==> src/rtl/mem_bank_param.sv <==
// Parametrised single-port synchronous memory bank.
// Registered, write-first read port and a one-line-per-cycle clear sweep.
module mem_bank_param #(
  parameter int WIDTH  = 8,
  parameter int DEPTH  = 8,
  parameter int ADDR_W = 3
) (
  input  logic              clock,
  input  logic              reset,
  input  logic              chip_select,
  input  logic [ADDR_W-1:0] address,
  input  logic [WIDTH-1:0]  data_in,
  input  logic              read_en,
  input  logic              write_en,
  input  logic              clear_start,
  output logic [WIDTH-1:0]  data_out,
  output logic              data_valid,
  output logic              busy,
  output logic              access_err
);

  typedef enum logic {
    IDLE,
    CLEAR
  } state_t;

  localparam logic [ADDR_W-1:0] LAST = ADDR_W'(DEPTH - 1);

  state_t            state_q;
  logic [WIDTH-1:0]  mem_q [DEPTH];
  logic [ADDR_W-1:0] cnt_q;
  logic [WIDTH-1:0]  dout_q;
  logic              valid_q;
  logic              busy_q;
  logic              err_q;

  logic              acc_ok_d;
  logic              do_wr_d;
  logic              do_rd_d;
  logic              start_d;
  logic              rej_d;
  logic [WIDTH-1:0]  rdata_d;

  always_comb begin
    acc_ok_d = (state_q == IDLE) && chip_select;
    do_wr_d  = acc_ok_d && write_en;
    do_rd_d  = acc_ok_d && read_en;
    start_d  = acc_ok_d && clear_start;
    rej_d    = (state_q == CLEAR) && chip_select
               && (read_en || write_en);
    // address is shared, so a concurrent write always hits the read line
    rdata_d  = write_en ? data_in : mem_q[address];
  end

  always_ff @(posedge clock) begin
    if (reset) begin
      for (int i = 0; i < DEPTH; i++) begin
        mem_q[i] <= '0;
      end
      state_q <= IDLE;
      cnt_q   <= '0;
      dout_q  <= '0;
      valid_q <= 1'b0;
      busy_q  <= 1'b0;
      err_q   <= 1'b0;
    end else begin
      valid_q <= do_rd_d;
      err_q   <= rej_d;
      if (do_rd_d) begin
        dout_q <= rdata_d;
      end
      unique case (state_q)
        IDLE: begin
          if (do_wr_d) begin
            mem_q[address] <= data_in;
          end
          if (start_d) begin
            state_q <= CLEAR;
            cnt_q   <= '0;
            busy_q  <= 1'b1;
          end
        end
        CLEAR: begin
          mem_q[cnt_q] <= '0;
          cnt_q        <= cnt_q + 1'b1;
          if (cnt_q == LAST) begin
            state_q <= IDLE;
            busy_q  <= 1'b0;
          end
        end
        default: state_q <= IDLE;
      endcase
    end
  end

  assign data_out   = dout_q;
  assign data_valid = valid_q;
  assign busy       = busy_q;
  assign access_err = err_q;

endmodule

==> config.mk <==
export PLATFORM = sky130hd
export DESIGN_NAME = mem_bank_param
export DESIGN_NICKNAME = d
export VERILOG_FILES = /design/src/rtl/mem_bank_param.sv
export SDC_FILE = /design/constraint.sdc
export NUM_CORES = 1
export LEC_CHECK = 0
export ABC_AREA = 0
export ABC_CLOCK_PERIOD_IN_PS = 3730
export CORE_MARGIN = 10
export CORE_UTILIZATION = 29
export CTS_CLUSTER_DIAMETER = 200
export DETAILED_ROUTE_END_ITERATION = 8
export PLACE_DENSITY = 0.44
export SLEW_MARGIN = 20
export SYNTH_ARGS = -nofsm -noshare
export SYNTH_HDL_FRONTEND = slang
export SYNTH_SLANG_ARGS = --single-unit
==> constraint.sdc <==
create_clock -name clock -period 3.73 [get_ports clock]
set_input_delay 0.746 -clock clock [delete_from_list [all_inputs] [get_ports clock]]
set_output_delay 0.746 -clock clock [all_outputs]
set_load 0.01 [all_outputs]
# Word level (Yosys, flattened, before mapping)
# Memories as Yosys holds them, arrays and structs flattened. A register that Yosys moved wholly into a read port is not among the register bits.
# Index checks and enable logic that the tools add are counted.
[totals]
register_bits = 7
latchBits = 0
ramBits = 64
rom_bits = 0
inputBits = 17
out_inout_bits = 11
word_cells = 44
n_memories = 1
[classes]
add_sub_neg = 1
mul = 0
n_div = 0
magnitude_cmp = 0
n_eq_ne = 3
n_shift = 0
muxes = 23
n_bitwise = 1
n_reduce_logical = 10
[mem_list]
columns = ["memory", "words", "word_bits", "rd", "rd_clocked_by_memory_dff", "write_ports", "line_no", "source"]
rows = [
  ["mem_q", 8, 8, 1, 1, 8, "30", "logic [WIDTH-1:0] mem_q [DEPTH];"],
]
[op_table]
columns = ["cell", "count"]
rows = [
  ["8-bit 2-to-1 mux", 2],
  ["8-bit OR reduction", 2],
  ["1-bit 2-to-1 mux", 15],
  ["3-bit 2-to-1 mux", 3],
  ["1-bit logical AND", 6],
  ["3-bit one-hot mux with 2 select lines", 1],
  ["1-bit one-hot mux with 2 select lines", 2],
  ["3-bit by 1-bit adder with 3-bit output, second input constant", 1],
  ["3-bit == test, second input constant", 1],
  ["2-bit by 1-bit != test with 1-bit output, second input constant", 1],
  ["2-bit != test, second input constant", 1],
  ["2-bit AND reduction", 1],
  ["1-bit logical OR", 1],
  ["1-bit NOT", 1],
]

# Longest topological paths before layout
[depth]
ltp_word = 10
ltp_mapped = 6
mapped_depth_nobuf = 5

# Least setup slack after synthesis
# OpenSTA, ideal clock, no wires.
[synth_path]
path_kind = "in2reg"
startpoint = "input port reset"
endpoint = "memory mem_q[1][0], enable pin"
setup_ps = 375
arrival_time_ps = 1936
required_time_ps = 3355
slack_ps = 1420
path_stages = 5
n_path_buf = 2
path_cell_list = "buf_2 -> nor4b_1 -> a31oi_2 -> buf_6 -> o21bai_1"
[synth_lines]
columns = ["element", "line_no", "source"]
rows = [
  ["start: declaration", "9", "input logic reset,"],
  ["end: declaration", "30", ""],
]

==> impl.org <==
** Run status
- Outcome :: finished, final reports clean

** Worst hold path
- Hold-critical path endpoint :: busy
- The worst hold path begins at busy.
- Number of instances on the worst hold path :: 2
- The worst hold path belongs to the class flip-flop to flip-flop.

** GRT
- Via count of the first global-routing pass :: roughly 2500
- The first global-routing pass estimated 15.2 mm of wire.
- After global routing the overflow that remains totals 0.
- Antenna violations before repair :: 0
- Largest net degree at the start of global routing :: 29
- Global routing used between 10 and 15% of the available tracks.

** Critical path
- FF-to-FF setup slack :: 1.35 ns
- Measured in cells, the most critical reg-to-reg path has a length of 3.
- Worst reg2reg path startpoint :: state_q
- Endpoint of the most critical register-to-register path :: mem_q[2][3]
- In this run the worst path has a maximum fanout of 9.
- STA classifies the critical path startpoint as an input pin.
- CP Capture Type :: flip-flop
- The worst setup path is of the input pin to flip-flop kind.
- STA puts the critical path data required time at about 3.7 ns.
- Data arrives at the worst endpoint at between 2 and 3 ns.

** Clock network
- Clock net sink count :: ~80
- In this run the number of H-tree levels came out at 3.
- TritonCTS built the clock tree.
- The clock reaches the later pin of the worst-skew pair after approximately 0.35 ns.
- Post-CTS setup buffer count :: 0
- After clock tree synthesis, the repair step resized 0 gates.
- In this run, CTS created clock tree buffers numbering 9.
- After clock tree synthesis, the clock-pin slew on the worst setup and hold paths is roughly 0.060 ns.
- Buffers inserted to repair hold after CTS numbered 0.
- Clock Root Buffer :: clkbuf_16
- Worst-case clock buffer depth :: 2

** Timing
- The smallest clock period supported by the final layout is computed as ~2.6 ns.
- Setup repair after global routing missed its margin :: false
- Clock skew on the completed layout was measured at 0.00694 ns.
- The final critical path takes up a little over two thirds of the cycle.
- Worst setup margin :: 1.10 ns
- Slew Limit Headroom :: about two fifths
- At the pin with the least slew margin, the transition time is 0.918 ns.
- Final Max Slew Viols :: 0
- Setup violations remaining at the end of the flow were counted as 0.
- Summed over all failing endpoints, the final setup total negative slack is 0 ns.
- Derived from the worst setup path, the maximum achievable clock frequency is 380 MHz.
- The hold violation count in the final report is 0.

** Detailed routing
- The routed design has approximately 9.6 mm of wire.
- Once detail routing completed, the nets flagged for antenna violations numbered 0.
- Post-detailed-route DRC marker count :: 0
- After detailed routing, the average wire length per cell comes to 20.3 µm.
- Detailed-route vias per instance :: a little under 5
- First drt pass iteration count :: 4
- The detailed router finished its first iteration with approximately 190 violations.
- Count of vias placed by the detailed router :: approximately 2300

** Synth
- A synthesized cell averages approximately 14 µm².
- The number of different library cells used by synthesis comes to 33.
- In this run, synthesis produced a sequential element count of 79.
- Share of flip-flops with an asynchronous set or reset :: 0%
- The number of nets handed over by synthesis was around 280.
- Top post-synthesis cells by area :: edfxtp_1 52%, mux4_2 9.1%, nor3_1 8.6%
- In the synthesized netlist, the number of instances is 262.
- Sequential cells were found to cover about 60% of the synthesized design area.
- Yosys printed 0 warnings.
- Post-synth design cell area :: ~3700 µm²
- Among all flip-flop cells after synthesis, the most frequent one is edfxtp_1.
- Post-synthesis cell type with the largest combined area :: edfxtp_1
- The synthesized design contains 64 enable-type register cells.
- Share of the synthesized area in the top cell type :: 51.6%

** Floorplan
- Ports placed on the boundary :: 28
- Floorplan core area :: 12600 µm²
- Die Height :: approximately 130 µm
- Total Die Area :: around 18000 µm²
- The initial utilization of the core area, before any placement, comes to 29.5%.
- In this run the core area contains 41 standard-cell rows.
- In this run the horizontal extent of the chip is 133 µm.

** Job
- Max-cap violations :: 0

** Pwr
- In this run switching power makes up 23.5% of total power.
- Across the VDD grid, the largest voltage drop is a little over 0.2 mV.
- For this design the total switching power over the nets is between 500 and 600 µW.
- Summed over all cells, the static leakage comes to about 1.5 nW.
- Power spread over the standard cell area amounts to approximately 480 nW/µm².
- The clock network burns a little over two fifths of the power.
- Int Pwr :: 1.63 mW
- Reg power frac :: ~47%
- Logic pwr share :: 10.1%
- Overall power consumption after layout is estimated at roughly 2.1 mW.

** Placed design
- Summed over all nets, the half-perimeter wirelength after detailed placement is between 6 and 7 mm.
- IO buf count :: 27
- Post-Place Setup Slack :: between 0.7 and 0.8 ns
- At the end of routability-driven placement, the weighted congestion stood at between 0.7 and 0.8.

** Cells and area
- At the end of the flow, the number of nets in the layout was roughly 310.
- The layout has 1261 filler cells.
- The repair_antennas step left the layout with diodes totalling 0.
- Area growth syn-to-layout :: 20.3%
- Layout cells sized above 1 :: about a fifth
-- metal layers --
metal	wire [µm]	global-route usage, %	vias up
met1	4410	14.3	1170
li1	-	-	1103
met3	457	3.83	8
met5	0	0	-
met2	4540	17.5	47
met4	148	4.11	0
-- worst max-delay path by stage --
stage,startpoint,to,cells past startpoint
after floorplan,reset,mem_q[1][0],5
after global placement,reset,mem_q[2][4],4
after detailed placement,reset,mem_q[2][3],4
after CTS,reset,mem_q[2][3],4
after global routing,reset,mem_q[1][7],6
final,reset,mem_q[2][3],4
-- area by class of cell --
type,count,area (µm²),share of cell area [%]
Clock buffer,13,293,6.53
Clock inverter,3,21.3,0.475
Inverter,2,21.3,0.475
Multi-Input combinational cell,159,1310,29.3
Sequential cell,79,2220,49.6
Tap cell,172,215,4.80
Timing Repair Buffer,42,395,8.82
-- synth_stat cells (2+ instances only) --
library cell,n
ha_1,2
mux4_2,15
and4bb_2,4
nand3b_1,11
nor2b_1,2
edfxtp_1,64
a21oi_1,5
buf_2,9
dfxtp_1,15
buf_6,8
a31oi_4,3
nor2_1,2
nor3_1,64
o221ai_1,8
o21bai_1,8
mux2i_1,8
nand2b_1,3
nand2_1,15
clkbuf_1,2
-- flip-flops by register name, indices dropped and copies added, names as in the netlist --
| name | cells |
|---|---|
| mem_q | 64 |
| data_out | 8 |
| cnt_q | 3 |
| access_err | 1 |
| busy | 1 |
| data_valid | 1 |
| state_q | 1 |
-- critical path, cell delays in order --
cell and delay (ns):
clkdlybuf4s50_1 0.48, nand2b_1 0.48, a31oi_4 0.14, o21bai_1 0.74
-- per-stage QoR --
step	hold WS [ns]	util (%)	instance area, µm²	instances
CTS	0.456	35.5	4480	470
global placement	0.442	33.0	4170	454
floorplan	0.481	-	3730	262
detailed placement	0.447	33.0	4170	454
finish	0.453	35.5	4480	470
global route	0.491	35.5	4480	470
-- power by group through the flow --
stage	combinational [mW]	sequential [mW]	clock, mW
floorplan	0.138	1.02	0
global route	0.234	1.01	0.968
finish	0.215	1.01	0.911
global placement	0.218	1.03	0
CTS	0.219	1.01	0.934
detailed placement	0.218	1.03	0
-- cell families after synthesis --
family / Yosys count / synth area share (%)
mux: 24 / 11.9
buf+inv: 24 / 5.10
simple gates: 105 / 15.6
fa+ha+maj: 2 / 0.671
flops: 79 / 59.6
compound gates: 28 / 7.05
-- cells in the final DEF, fill, tap and decap left out, types with 2 or more instances in the layout --
cell and count:
nor3_1 64, edfxtp_1 64, clkdlybuf4s50_1 27, nand2_1 15, mux4_2 15, dfxtp_1 15, buf_4 14, nand3b_1 11
clkbuf_16 11, o21bai_1 8, mux2i_1 8, o221ai_1 8, a21oi_1 5, and4bb_2 4, nand2b_1 3, a31oi_4 3
nor2b_1 2, nor2_1 2, ha_1 2
(Power assumes the default switching activity.)
